$ cat src/rtl/au_cnt_gray_dn.sv
// au_cnt_gray_dn: Gray-code down counter with clear/load, zero and wrap flags,
// and a one-cycle-lagged binary view of the count.

module au_prefix_and #(
   parameter int W    = 8,
   parameter int ARCH = 0
) (
   input  logic [W-1:0] x,
   output logic [W-1:0] y
);
   // y[i] = &x[i:0]; ARCH picks ripple, Kogge-Stone or flat per-bit reduction.
   generate
      if (ARCH == 1) begin : g_ks
         always_comb begin
            y = x;
            for (int s = 1; s < W; s = s << 1) y = y & ~((~y) << s);
         end
      end else if (ARCH == 2) begin : g_flat
         for (genvar i = 0; i < W; i++) begin : g_bit
            assign y[i] = &x[i:0];
         end
      end else begin : g_rip
         logic acc;
         always_comb begin
            acc = 1'b1;
            y   = '0;
            for (int i = 0; i < W; i++) begin
               acc  = acc & x[i];
               y[i] = acc;
            end
         end
      end
   endgenerate
endmodule

module au_cnt_gray_dn #(
   parameter int WIDTH = 8,
   parameter int ARCH  = 0
) (
   input  logic             clk,
   input  logic             rst_n,
   input  logic             clr,
   input  logic             ld,
   input  logic [WIDTH-1:0] d,
   input  logic             en,
   output logic [WIDTH-1:0] q,
   output logic             zero,
   output logic             wrap,
   output logic [WIDTH-1:0] q_bin,
   output logic             bin_vld
);
   localparam logic [WIDTH-1:0] LSB = WIDTH'(1);
   localparam logic [WIDTH-1:0] MSB = LSB << (WIDTH - 1);

   logic [WIDTH-1:0] q_q, q_d, q_bin_q, q_bin_d, pa, low, flip, dec;
   logic             zero_q, zero_d, wrap_q, wrap_d, bin_vld_q;

   // pa[i] high when q[i:0] is all zero, so pa[WIDTH-1] doubles as the q == 0 test.
   au_prefix_and #(.W(WIDTH), .ARCH(ARCH)) u_pa (.x(~q_q), .y(pa));

   always_comb begin
      low  = q_q & {pa[WIDTH-2:0], 1'b1};
      flip = {low[WIDTH-2:0], 1'b0} | {low[WIDTH-1], {(WIDTH-1){1'b0}}};
      dec  = (^q_q) ? (q_q ^ LSB) : pa[WIDTH-1] ? MSB : (q_q ^ flip);
      q_d  = clr ? '0 : ld ? d : en ? dec : q_q;
      zero_d = (q_d == '0);
      wrap_d = en & ~clr & ~ld & pa[WIDTH-1];
      q_bin_d = q_q;
      for (int i = WIDTH - 2; i >= 0; i--) q_bin_d[i] = q_bin_d[i+1] ^ q_q[i];
   end

   always_ff @(posedge clk or negedge rst_n) begin
      if (!rst_n) begin
         q_q       <= '0;
         zero_q    <= 1'b1;
         wrap_q    <= 1'b0;
         q_bin_q   <= '0;
         bin_vld_q <= 1'b0;
      end else begin
         q_q       <= q_d;
         zero_q    <= zero_d;
         wrap_q    <= wrap_d;
         q_bin_q   <= q_bin_d;
         bin_vld_q <= 1'b1;
      end
   end

   assign q       = q_q;
   assign zero    = zero_q;
   assign wrap    = wrap_q;
   assign q_bin   = q_bin_q;
   assign bin_vld = bin_vld_q;
endmodule

$ cat config.mk
export PLATFORM = sky130hd
export DESIGN_NAME = au_cnt_gray_dn
export DESIGN_NICKNAME = d
export VERILOG_FILES = /design/src/rtl/au_cnt_gray_dn.sv
export SDC_FILE = /design/constraint.sdc
export NUM_CORES = 1
export LEC_CHECK = 0
export ABC_AREA = 0
export BUFFER_PORTS_ARGS = -buffer_cell sky130_fd_sc_hd__clkbuf_2
export CORE_MARGIN = 4
export CORE_UTILIZATION = 54
export DETAILED_ROUTE_END_ITERATION = 8
export PLACE_DENSITY_LB_ADDON = 0.12
export SETUP_SLACK_MARGIN = 0.4
export SYNTH_ARGS = -nofsm -noshare
export SYNTH_HDL_FRONTEND = slang
export SYNTH_SLANG_ARGS = --single-unit
$ cat constraint.sdc
create_clock -name clk -period 4.2 [get_ports clk]
set_clock_uncertainty 0.2 [all_clocks]
set_input_delay 0.42 -clock clk [delete_from_list [all_inputs] [get_ports clk]]
set_output_delay 0.42 -clock clk [all_outputs]
set_load 0.02 [all_outputs]
Word-level counts from Yosys, hierarchy flattened. Index checks and enable logic that the tools add are counted.

Muxes and demuxes: 5. Bitwise logic cells: 24. Reduce and logical (&&, ||, !) cells: 2.

Operators with widths (number): two-way mux 8 bit (5); AND 1 bit (10); AND 8 bit (1); logical NOT 8 bit (1); NOT 8 bit (1); OR 8 bit (1); parity 8 bit (1); bitwise XOR 8 bit (1); bitwise XOR 1 bit (7); NOT 1 bit (3).

Register bits: 19. Bits of input ports: 13. Output and inout port bits: 19. Word-level logic and storage cells: 36.

Logic depth before layout (Yosys ltp). Gate-level depths: netlist of run 1.

Depth in word-level cells: 16. Depth in mapped cells: 8. Depth with buffers taken out: 7.

Modules after synthesis. From an unflattened synthesis of run 1, not the netlist that was laid out.

Cells, all modules: 117. Area, all modules: 1129.8 sq um.

Modules (own cells, without submodules): au_cnt_gray_dn (times used 1, cells an instance 103, area each 1046.0 sq um, sequential area each 476.7 sq um); au_prefix_and (times used 1, cells an instance 14, area each 83.8 sq um, sequential area each 0.0 sq um).

Worst setup path after synthesis of run 1. No wires, ideal clock.

Path type: reg2reg. Start: register q_q[0] (netlist: q[0]). End: register zero_q (netlist: zero). Setup time: 0.090 ns. Arrival time: 2.598 ns. Data required time: 3.910 ns. Slack: 1.312 ns. Cell stages (with the launch flop): 9. Path buffers: 1. Clock period less this slack: 2.888 ns. Path through: dfrtp_1 -> inv_1 -> ha_1 -> clkbuf_1 -> xnor3_1 -> o31a_1 -> o31a_1 -> or4bb_1 -> nor4_2.

Elaborated cells between the ends (all ways): 19. Classes of those cells: mux (5); bitwise (12); reduce/logical (2).

RTL lines: start: declaration (RTL line 55) `logic [WIDTH-1:0] q_q, q_d, q_bin_q, q_bin_d, pa, low, flip, dec;`; start signal: assignment (RTL line 80) `q_q <= q_d;`; NOT 8 bit (RTL line 59) `au_prefix_and #(.W(WIDTH), .ARCH(ARCH)) u_pa (.x(~q_q), .y(pa));`; AND 1 bit (4 in series) (RTL line 28) `acc = acc & x[i];`; AND 8 bit or AND 1 bit (tied branches) (RTL line 62, 28); OR 8 bit or AND 1 bit (tied branches) (RTL line 63, 28); bitwise XOR 8 bit or AND 1 bit (tied branches) (RTL line 64, 28); two-way mux 8 bit (RTL line 64) `dec = (^q_q) ? (q_q ^ LSB) : pa[WIDTH-1] ? MSB : (q_q ^ flip);`; two-way mux 8 bit * (RTL line 64); two-way mux 8 bit * (3 in series) (RTL line 65) `q_d = clr ? '0 : ld ? d : en ? dec : q_q;`; named net q_d[6] (RTL line 55); logical NOT 8 bit * (RTL line 66) `zero_d = (q_d == '0);`; named net zero_d (RTL line 56) `logic zero_q, zero_d, wrap_q, wrap_d, bin_vld_q;`; end signal: assignment (RTL line 81) `zero_q <= zero_d;`; end: declaration (RTL line 56).

The timed path passes the listed nets; every way through them passes the cells marked *.

Worst setup path in the final report of run 1.
Start: register q_q[1] (netlist: q[1]). End: register zero_q (netlist: zero).

The elaborated chain is that of the path after synthesis.

==> Implementation_results.wiki, run 1 <==
{| class="wikitable"
! Metric !! Value
|-
| Outcome || completed
|-
| Hold Crit Endpoint || q[4]
|-
| Final number of max-transition violations || 0
|-
| I/O Buffers || 31
|-
| # rows || 16
|-
| Top cell by count, worst path || sky130_fd_sc_hd__o31a_1
|-
| Antenna Violating Nets Remaining || 0
|-
| Number of top-level pins || 32
|-
| Leakage power figure || 0.680 nW
|-
| Ratio of routed vias to standard cells || 5.56
|-
| Worst slew margin relative to its limit || 65.4%
|-
| Yosys cell types || 42
|-
| Total number of yosys warnings || 0
|-
| Worst-path maximum fanout || 6
|-
| Largest voltage drop on the vdd net || 0.266 mV
|-
| Critical R2R Capture || zero
|-
| Number of DRC markers after the initial detailed-route iteration || 14
|-
| Worst hold margin || 0.181 ns
|-
| Starting density of the core || 56.9%
|-
| Number of cells traversed by the worst hold path || 3
|-
| Startpoint of the lowest-slack hold path || d[4]
|-
| Net count of the finished layout || 150
|-
| Number of nets produced by synthesis || 122
|-
| FF-to-FF setup slack || 1.38 ns
|-
| CTS Sinks || 19
|-
| Length of the first detailed-routing pass in iterations || 4
|-
| GRT Resource Usage Total || 19.6%
|-
| Critical R2R Launch || q[1]
|-
| Growth of design area from synthesis to finish || 16.4%
|-
| Critical Path End Type || flop
|-
| Arrival time worst endpoint || 2.83 ns
|-
| Required time reported for the critical path endpoint || 4.21 ns
|-
| Maximum number of pins on one net before global-route repair || 20
|-
| Routability congestion estimate || 0.867
|-
| Number of buffers on the longest clock path || 2
|-
| Worst Reg-to-Reg Cells || 7
|-
| Syn avg cell area || 10.5 um^2
|-
| Final hold violation count || 0
|-
| Post-route DRC || 0
|-
| Class of the most critical hold timing path || input port to flop
|-
| Cells after synthesis || 107
|-
| Number of synthesized flops with an enable pin || 0
|-
| Number of buffers inserted to repair setup after CTS || 0
|-
| Fillcell total || 153
|-
| Pwr Total || 0.616 mW
|-
| TritonCTS buffer count || 3
|-
| Highest Clock Rate || 355 MHz
|-
| Final worst-path cycle share || 67.1%
|-
| Final sum of negative setup slack || 0 ns
|-
| Routed length per instance || 15.1 um
|-
| Share of synthesized area occupied by flip-flops and latches || 42.3%
|-
| Synth Register Bits || 19
|-
| Floorplan core area || 0.00198 mm^2
|-
| Final setup viols || 0
|-
| Critical path class || flop to flop
|-
| DR vias || 895
|-
| Clock insertion delay at the later pin of the skew report || 0.29 ns
|-
| Total congestion overflow after global routing || 0
|-
| Clock transition at the register clock pins on the worst setup and hold paths after CTS || 0.11 ns
|-
| Global-route wire length before repair || 4030 um
|-
| Antenna fix cells || 0
|-
| Setup repair after global routing missed its margin || no
|-
| Height of the die || 53.7 um
|-
| Power density of the placed cells || 470 mW/mm^2
|-
| Number of antenna violations at the first check in global routing || 0
|-
| Worst Tran Pin Value || 0.506 ns
|-
| Async SR Flop Fraction || 100%
|-
| Clock tree from TritonCTS || done
|-
| Peak per-stage delay on the critical path || 0.52 ns
|-
| Worst Setup SP || q[1]
|-
| Final critical-path required period || 2.82 ns
|-
| Cell Area, Synth || 0.00113 mm^2
|-
| Slowest stage cell, crit path || sky130_fd_sc_hd__or4bb_1
|-
| Ys flop type || sky130_fd_sc_hd__dfrtp_1
|-
| Number of maximum-capacitance constraint violations || 0
|-
| Area enclosed by the die boundary || 0.00288 mm^2
|-
| Detailed placement HPWL || 1870 um
|-
| Share of post-route cells with drive strength above 1 || 27.6%
|-
| Critical path launch point type || flop
|-
| Depth of the CTS H-tree || 1
|-
| Overall routed net length || 2430 um
|-
| Cell-by-cell trace of the critical path || inv_1 -> ha_1 -> xnor3_1 -> o31a_1 -> o31a_1 -> or4bb_1 -> nor4_2
|-
| Die W || 53.7 um
|-
| Clock Tree Root || sky130_fd_sc_hd__clkbuf_4
|-
| Via count of the first global-routing pass || 873
|}
-- layer usage --
| metal | wire length, um | GRT usage, % | part of all wire [%] |
|---|---|---|---|
| met2 | 1210 | 32.1 | 50 |
| met5 | 0 | 0 | 0 |
| met1 | 1060 | 25.4 | 43 |
| met4 | 28 | 7.66 | 1.2 |
| met3 | 133 | 3.88 | 5.5 |
-- worst max-delay path by stage --
| stage | depth (start not counted) | slack, ns | to |
|---|---|---|---|
| final | 7 | 1.38 | zero |
| after global routing | 7 | 1.24 | zero |
| after CTS | 7 | 1.38 | zero |
| after detailed placement | 7 | 1.41 | zero |
| after global placement | 7 | 1.51 | zero |
| after floorplan | 8 | 1.31 | zero |
-- sequential cells by signal, summed over array words and instances (netlist names) --
register	flops
bin_vld	1
zero	1
q	8
q_bin	8
wrap	1
-- cells in the mapped netlist (all sizes together) (2+ instances only) --
cell | count | area, um^2
dfrtp | 18 | 450
nor4 | 2 | 18.8
nand3 | 4 | 20.0
clkbuf | 6 | 22.5
nand2 | 4 | 15.0
a21oi | 7 | 35.0
ha | 2 | 25.0
xnor2 | 8 | 70.1
a31oi | 2 | 12.5
a21o | 2 | 15.0
xnor3 | 4 | 90.1
o21a | 2 | 15.0
xor2 | 3 | 26.3
nor3 | 2 | 10.0
nor2 | 5 | 18.8
buf | 3 | 17.5
o31a | 2 | 17.5
inv | 9 | 33.8
-- per-stage QoR --
stage	setup slack (ns)	area, um^2	cells	util [%]
finish	1.38	1310	161	66.2
global route	1.24	1310	161	66.2
CTS	1.38	1310	161	66.2
detailed placement	1.41	1280	156	64.4
global placement	1.51	1280	156	64.4
floorplan	1.31	1130	107	-
-- critical path: cells and delay by family (launching register included) --
kind / cells / cell delay, ns
AND/OR/NAND/NOR: 2 / 0.75
AO/OA/AOI/OAI: 2 / 0.53
adder cells (fa/ha/maj): 1 / 0.44
flip-flops: 1 / 0.42
XOR/XNOR: 1 / 0.30
buffers and inverters: 1 / 0.10
-- cells by family (layout without fill, tap and decap cells) --
logic type,count (synthesis),in the layout,synth area share [%]
compound gates,22,22,14.1
xor+xnor,16,16,18.8
fa+ha+maj,2,2,2.22
buf+inv,18,45,6.55
flops,19,19,42.3
mux,1,1,0.888
other cells,1,1,0.333
simple gates,28,28,14.9
-- power by group --
group          total (mW)  switching, mW  leakage [nW]  internal (mW)
Combinational       0.281          0.159         0.428          0.122
Sequential          0.243         0.0232         0.236          0.220
Clock              0.0923         0.0553        0.0150         0.0370
-- placed cells by master (no fill, tap or decap), types with 4 or more instances in the layout --
master,netlist,layout
sky130_fd_sc_hd__xnor3_1,4,4
sky130_fd_sc_hd__xnor2_1,8,8
sky130_fd_sc_hd__nor2_1,5,5
sky130_fd_sc_hd__dfrtp_1,18,18
sky130_fd_sc_hd__nand2_1,4,4
sky130_fd_sc_hd__nand3_1,4,4
sky130_fd_sc_hd__clkbuf_2,0,31
sky130_fd_sc_hd__inv_1,9,9
sky130_fd_sc_hd__a21oi_1,7,7
-- layout make-up --
type	instances	area, um^2	share of cell area (%)
Tap cell	27	33.8	2.57
Inverter	9	33.8	2.57
Multi-Input combinational cell	70	577	43.9
Timing Repair Buffer	32	165	12.6
Sequential cell	19	477	36.3
Clock buffer	4	26.3	2.00
-- what timing repair did --
item / CTS / global route
endpoints found under the hold margin: 18 / 0
gates resized for setup: 0 / 0
hold buffers: 1 / 0
No activity file was read; power rests on OpenSTA's default activity.
==> run 2: changes to the inputs <==
--- a/config.mk
+++ b/config.mk
@@ -8,7 +8,7 @@
 export ABC_AREA = 0
 export BUFFER_PORTS_ARGS = -buffer_cell sky130_fd_sc_hd__clkbuf_2
 export CORE_MARGIN = 4
-export CORE_UTILIZATION = 54
+export CORE_UTILIZATION = 51
 export DETAILED_ROUTE_END_ITERATION = 8
 export PLACE_DENSITY_LB_ADDON = 0.12
 export SETUP_SLACK_MARGIN = 0.4
==> constraint.sdc (replaced) <==
create_clock -name clk -period 2.8 [get_ports clk]
set_clock_uncertainty 0.2 [all_clocks]
set_input_delay 0.28 -clock clk [delete_from_list [all_inputs] [get_ports clk]]
set_output_delay 0.28 -clock clk [all_outputs]
set_load 0.02 [all_outputs]
==> run 2 against run 1 <==
Effect of this change: via count increased by 3.8%; combinational power increased by 75%; sequential share of layout area decreased by 3.0 points; core utilization increased by 5.6 points; largest power group unchanged; highest routed layer unchanged.
==> Implementation_results.wiki, run 2 (synthesized netlist as in run 1, its figures left out) <==
{| class="wikitable"
! Metric !! Value
|-
| Outcome || completed
|-
| TritonCTS buffer count || 3
|-
| Clock insertion delay at the later pin of the skew report || 0.30 ns
|-
| GRT Resource Usage Total || 19.9%
|-
| Leakage power figure || 0.740 nW
|-
| # rows || 16
|-
| Critical R2R Launch || q[2]
|-
| Starting density of the core || 55.8%
|-
| DR vias || 929
|-
| Via count of the first global-routing pass || 894
|-
| Arrival time worst endpoint || 2.53 ns
|-
| Detailed placement HPWL || 1860 um
|-
| Clock Tree Root || sky130_fd_sc_hd__clkbuf_4
|-
| Pre-CTS setup slack || 0.221 ns
|-
| Final critical-path required period || 2.51 ns
|-
| CP Buf/Inv Count || 1
|-
| Final core occ || 71.8%
|-
| Overall routed net length || 2570 um
|-
| Worst-path maximum fanout || 4
|-
| Worst Setup SP || q[2]
|-
| Total congestion overflow after global routing || 0
|-
| Final worst-path cycle share || 89.6%
|-
| Number of top-level pins || 32
|-
| Final Cell Area || 0.00145 mm^2
|-
| Growth of design area from synthesis to finish || 28.9%
|-
| Antenna fix cells || 0
|-
| Critical Path Stages || 6
|-
| Total placed cells including tap cells || 158
|-
| I/O Buffers || 31
|-
| Clock transition at the register clock pins on the worst setup and hold paths after CTS || 0.11 ns
|-
| Cell-by-cell trace of the critical path || or3_4 -> or4_4 -> buf_4 -> and3_1 -> o41a_1 -> nor4_2
|-
| Maximum number of pins on one net before global-route repair || 20
|-
| Net count of the finished layout || 162
|-
| Final number of max-transition violations || 0
|-
| Antenna Violating Nets Remaining || 0
|-
| Number of DRC markers after the initial detailed-route iteration || 18
|-
| Routability congestion estimate || 0.892
|-
| Share of post-route cells with drive strength above 1 || 42.5%
|-
| Floorplan core area || 0.00202 mm^2
|-
| Cell area after placement || 0.00132 mm^2
|-
| Die W || 55.0 um
|-
| Final setup viols || 0
|-
| Most frequent standard cell in the layout excluding fill and tap cells || sky130_fd_sc_hd__clkbuf_2
|-
| Ratio of routed vias to standard cells || 5.37
|-
| Critical Path End Type || flop
|-
| Class of the most critical hold timing path || input port to flop
|-
| Worst slew margin relative to its limit || 63.3%
|-
| Number of cells traversed by the worst hold path || 3
|-
| Setup crit end || zero
|-
| Clock tree from TritonCTS || done
|-
| Setup repair after global routing missed its margin || yes
|-
| Routed length per instance || 14.8 um
|-
| FF-to-FF setup slack || 0.29 ns
|-
| Post-route DRC || 0
|-
| Final instance count without filler cells || 173
|-
| Final hold violation count || 0
|-
| Post-route setup slack || 0.292 ns
|-
| Length of the first detailed-routing pass in iterations || 4
|-
| Pwr Total || 0.991 mW
|-
| Height of the die || 55.0 um
|-
| Highest Clock Rate || 399 MHz
|-
| Critical path class || flop to flop
|-
| Critical R2R Capture || zero
|-
| CTS Sinks || 19
|-
| Top cell family by delay on the critical path || simple AND/OR/NAND/NOR gates
|-
| Slowest stage cell, crit path || sky130_fd_sc_hd__or4_4
|-
| Critical path launch point type || flop
|-
| Number of antenna violations at the first check in global routing || 0
|-
| Number of maximum-capacitance constraint violations || 0
|-
| Worst hold margin || 0.0464 ns
|-
| Number of buffers on the longest clock path || 2
|-
| Worst Tran Pin Value || 0.537 ns
|-
| Area enclosed by the die boundary || 0.00303 mm^2
|-
| Commonest cells after routing, fill and taps aside || sky130_fd_sc_hd__clkbuf_2 (31), sky130_fd_sc_hd__dfrtp_1 (12), sky130_fd_sc_hd__buf_4 (12)
|-
| Peak per-stage delay on the critical path || 0.47 ns
|-
| Power density of the placed cells || 682 mW/mm^2
|-
| Global-route wire length before repair || 4130 um
|-
| Largest voltage drop on the vdd net || 0.426 mV
|-
| Depth of the CTS H-tree || 1
|-
| Required time reported for the critical path endpoint || 2.83 ns
|-
| Worst Reg-to-Reg Cells || 6
|-
| Final sum of negative setup slack || 0 ns
|}
[run 2: worst register-to-register path, delay by kind of cell (launching register included)]
| kind | cells | cell delay, ns |
|---|---|---|
| AND/OR/NAND/NOR | 4 | 1.31 |
| flip-flops | 1 | 0.43 |
| AO/OA/AOI/OAI | 1 | 0.34 |
| buffers and inverters | 1 | 0.16 |
[run 2: worst min path at each step]
stage	end	from	slack, ns
after floorplan	bin_vld	rst_n	-0.22
after global placement	bin_vld	rst_n	0.05
after detailed placement	bin_vld	rst_n	0.05
after CTS	q[7]	d[7]	0.04
after global routing	q[7]	d[7]	0.04
final	q[4]	d[4]	0.05
[run 2: metal layers]
layer  global-route usage (%)  wire length (um)  vias up
met5                        0                 0        -
met4                     9.31                46        0
met3                     4.83               154        7
met2                     30.7              1210       33
met1                     26.3              1160      439
li1                         -                 -      450
[run 2: report_power, final]
group,switching (mW),internal [mW],total (mW)
sequential,0.0246,0.332,0.357
clock,0.0905,0.0533,0.144
combinational,0.258,0.232,0.491
total,0.374,0.618,0.991
[run 2: area by class of cell]
type,instances,area (um^2)
Clock buffer,3,22.5
Clock inverter,1,5.00
Tap cell,27,33.8
Inverter,9,38.8
Timing Repair Buffer,44,255
Multi-Input combinational cell,70,613
Sequential cell,19,484
Fill cell,150,569
[run 2: what timing repair did]
item	CTS	global route
buffers inserted	10	0
hold buffers	1	0
hold endpoints to repair	18	0
gates resized for setup	5	1
pin swaps	5	2
setup endpoints to repair	1	1
==> run 3: changes to the inputs <==
--- a/config.mk
+++ b/config.mk
@@ -5,10 +5,10 @@
 export SDC_FILE = /design/constraint.sdc
 export NUM_CORES = 1
 export LEC_CHECK = 0
-export ABC_AREA = 0
+export ABC_AREA = 1
 export BUFFER_PORTS_ARGS = -buffer_cell sky130_fd_sc_hd__clkbuf_2
 export CORE_MARGIN = 4
-export CORE_UTILIZATION = 51
+export CORE_UTILIZATION = 52
 export DETAILED_ROUTE_END_ITERATION = 8
 export PLACE_DENSITY_LB_ADDON = 0.12
 export SETUP_SLACK_MARGIN = 0.4
==> run 3 against run 2 <==
Effect of this change: cell count rose by 34%; register-to-register slack improved by 0.28 ns; core utilization fell by 8.0 points; first-iteration DRC count rose by 100%; via count rose by 22%; fmax rose by 13%; die area rose by 11%; critical path depth rose by 8; combinational power fell by 32%; critical endpoint unchanged; highest routed layer unchanged.
==> Implementation_results.wiki, run 3 <==
{| class="wikitable"
! Metric !! Value
|-
| DR vias || 1136
|-
| Final number of max-transition violations || 0
|-
| Commonest cells after routing, fill and taps aside || sky130_fd_sc_hd__nand2_1 (37), sky130_fd_sc_hd__clkbuf_2 (31), sky130_fd_sc_hd__inv_1 (24)
|-
| Worst-path maximum fanout || 12
|-
| Largest voltage drop on the vdd net || 0.420 mV
|-
| Floorplan core area || 0.00230 mm^2
|-
| Arrival time worst endpoint || 2.26 ns
|-
| Number of cells traversed by the worst hold path || 2
|-
| Overall routed net length || 2660 um
|-
| Number of top-level pins || 32
|-
| Final worst-path cycle share || 79.5%
|-
| Critical R2R Capture || zero
|-
| Final critical-path required period || 2.23 ns
|-
| Leakage power figure || 0.861 nW
|-
| Pwr Total || 0.814 mW
|-
| Growth of design area from synthesis to finish || 13.3%
|-
| Net count of the finished layout || 219
|-
| Final Cell Area || 0.00147 mm^2
|-
| Cells after synthesis || 171
|-
| Hold Crit Endpoint || wrap
|-
| Critical Path End Type || flop
|-
| Clock insertion delay at the later pin of the skew report || 0.29 ns
|-
| Share of synthesized area occupied by flip-flops and latches || 36.8%
|-
| Biggest area consumer among synthesized cells || sky130_fd_sc_hd__dfrtp_1
|-
| Total placed cells including tap cells || 224
|-
| Clock Tree Root || sky130_fd_sc_hd__clkbuf_4
|-
| Class of the most critical hold timing path || input port to flop
|-
| Clock tree from TritonCTS || done
|-
| Startpoint of the lowest-slack hold path || clr
|-
| FF-to-FF setup slack || 0.57 ns
|-
| Critical path launch point type || flop
|-
| Area enclosed by the die boundary || 0.00335 mm^2
|-
| Final instance count without filler cells || 231
|-
| Final hold violation count || 0
|-
| Length of the first detailed-routing pass in iterations || 4
|-
| Detailed placement HPWL || 2100 um
|-
| Cell area after placement || 0.00141 mm^2
|-
| Die W || 57.9 um
|-
| Via count of the first global-routing pass || 1094
|-
| Critical R2R Launch || q[0]
|-
| Detailed-routing wirelength on met1 || 1150 um
|-
| Most frequent standard cell in the layout excluding fill and tap cells || sky130_fd_sc_hd__nand2_1
|-
| Outcome || completed
|-
| Number of DRC markers after the initial detailed-route iteration || 36
|-
| Starting density of the core || 56.4%
|-
| Most instantiated library cell after synthesis || sky130_fd_sc_hd__nand2_1
|-
| Antenna Violating Nets Remaining || 0
|-
| Critical path class || flop to flop
|-
| Height of the die || 57.9 um
|-
| Synth Register Bits || 19
|-
| Number of buffers on the longest clock path || 2
|-
| Pre-CTS setup slack || 0.563 ns
|-
| Ys flop type || sky130_fd_sc_hd__dfrtp_1
|-
| Clock transition at the register clock pins on the worst setup and hold paths after CTS || 0.11 ns
|-
| Global-route wire length before repair || 4500 um
|-
| Worst hold margin || 0.0679 ns
|-
| Yosys cell types || 24
|-
| Share of post-route cells with drive strength above 1 || 31.5%
|-
| Final setup viols || 0
|-
| Routed length per instance || 11.5 um
|-
| Required time reported for the critical path endpoint || 2.84 ns
|-
| Number of nets produced by synthesis || 186
|-
| Maximum number of pins on one net before global-route repair || 20
|-
| Number of synthesized flops with an enable pin || 0
|-
| Async SR Flop Fraction || 100%
|-
| Uppermost routed layer || met4
|-
| Post-route DRC || 0
|-
| Length of routed met2 wiring || 1290 um
|-
| I/O Buffers || 31
|-
| Setup repair after global routing missed its margin || no
|-
| Number of antenna violations at the first check in global routing || 0
|-
| Ratio of routed vias to standard cells || 4.92
|-
| Power density of the placed cells || 554 mW/mm^2
|-
| Top area cells in the synthesized netlist || sky130_fd_sc_hd__dfrtp_1 (35%), sky130_fd_sc_hd__nand2_1 (11%), sky130_fd_sc_hd__inv_1 (7.0%)
|-
| Final sum of negative setup slack || 0 ns
|-
| Depth of the CTS H-tree || 1
|-
| Commonest cells in the netlist || sky130_fd_sc_hd__nand2_1 (37), sky130_fd_sc_hd__inv_1 (24), sky130_fd_sc_hd__nor2_1 (20)
|-
| Worst Reg-to-Reg Cells || 14
|-
| Highest Clock Rate || 449 MHz
|-
| Number of maximum-capacitance constraint violations || 0
|-
| Met3 wire length || 183 um
|-
| Syn avg cell area || 7.57 um^2
|-
| Total number of yosys warnings || 0
|-
| Routability congestion estimate || 0.892
|-
| Post-route setup slack || 0.574 ns
|-
| TritonCTS buffer count || 3
|-
| Final core occ || 63.9%
|-
| Cell Area, Synth || 0.00129 mm^2
|-
| # rows || 17
|-
| Antenna fix cells || 0
|-
| Area share of the leading cell type in the synthesized netlist || 34.8%
|-
| GRT Resource Usage Total || 17.0%
|-
| Total congestion overflow after global routing || 0
|-
| CTS Sinks || 19
|}
## run 3: cell types whose count changed in the layout (fill, tap and decap cells not counted), sizes merged, moves of 4 or more
cell   previous run  this run
nand2             4        53
buf              12         1
inv               9        29
nand3             4        21
a21oi             7         0
xnor3             4         0
nor2              5        23
nand4             0         6
xnor2             8         1
## run 3: cell type report
| class | instances | area (um^2) |
|---|---|---|
| fill | 234 | 830 |
| multi-input combinational | 116 | 634 |
| sequential | 19 | 477 |
| timing repair buffer | 34 | 183 |
| inverter | 30 | 113 |
| tap | 28 | 35.0 |
| clock buffer | 4 | 26.3 |
## run 3: kinds of logic (layout without fill, tap and decap cells)
kind of cell,count (synthesis),count (layout),synth area share [%]
buffers and inverters,36,68,14.2
adders and majority gates,2,2,1.93
and+or+nand+nor,106,106,42.3
other,1,1,0.290
DFF,19,19,36.8
xor gates and xnor gates,6,6,4.06
AOI/OAI and AO/OA,1,1,0.386
## run 3: repair_timing
item	CTS	global route
hold buffers	2	0
resized for setup	0	0
buffers inserted	0	1
setup endpoints to repair	0	1
endpoints found under the hold margin	19	0
## run 3: routing by layer
metal  vias up  track usage [%]
met4         0             5.63
met2        40             29.4
met1       506             20.6
li1        584                -
met3         6             4.01
met5         -                0
## run 3: worst max-delay path by stage
| stage | slack (ns) | startpoint | to | depth (start not counted) |
|---|---|---|---|---|
| final | 0.57 | q[0] | zero | 14 |
| after floorplan | 0.65 | q[0] | zero | 16 |
| after global routing | 0.42 | q[0] | zero | 14 |
| after global placement | 0.65 | q[0] | zero | 14 |
| after detailed placement | 0.56 | q[0] | zero | 14 |
| after CTS | 0.54 | q[0] | zero | 14 |
## run 3: power by group
part / total [mW] / switching [mW] / internal, mW
Clock: 0.141 / 0.0859 / 0.0554
Sequential: 0.337 / 0.0241 / 0.313
Combinational: 0.335 / 0.224 / 0.111
## run 3: critical path: stages (launching register included)
cell and delay (ns):
sky130_fd_sc_hd__dfrtp_1 0.40, sky130_fd_sc_hd__inv_1 0.10, sky130_fd_sc_hd__ha_1 0.34, sky130_fd_sc_hd__inv_1 0.08, sky130_fd_sc_hd__nand3_2 0.09, sky130_fd_sc_hd__nand2_4 0.07, sky130_fd_sc_hd__inv_2 0.07, sky130_fd_sc_hd__nand2_4 0.06
sky130_fd_sc_hd__nand2_4 0.13, sky130_fd_sc_hd__nand2_1 0.09, sky130_fd_sc_hd__o21ai_1 0.13, sky130_fd_sc_hd__nand3_1 0.09, sky130_fd_sc_hd__nand2_1 0.11, sky130_fd_sc_hd__nand3_1 0.09, sky130_fd_sc_hd__nor2_2 0.11
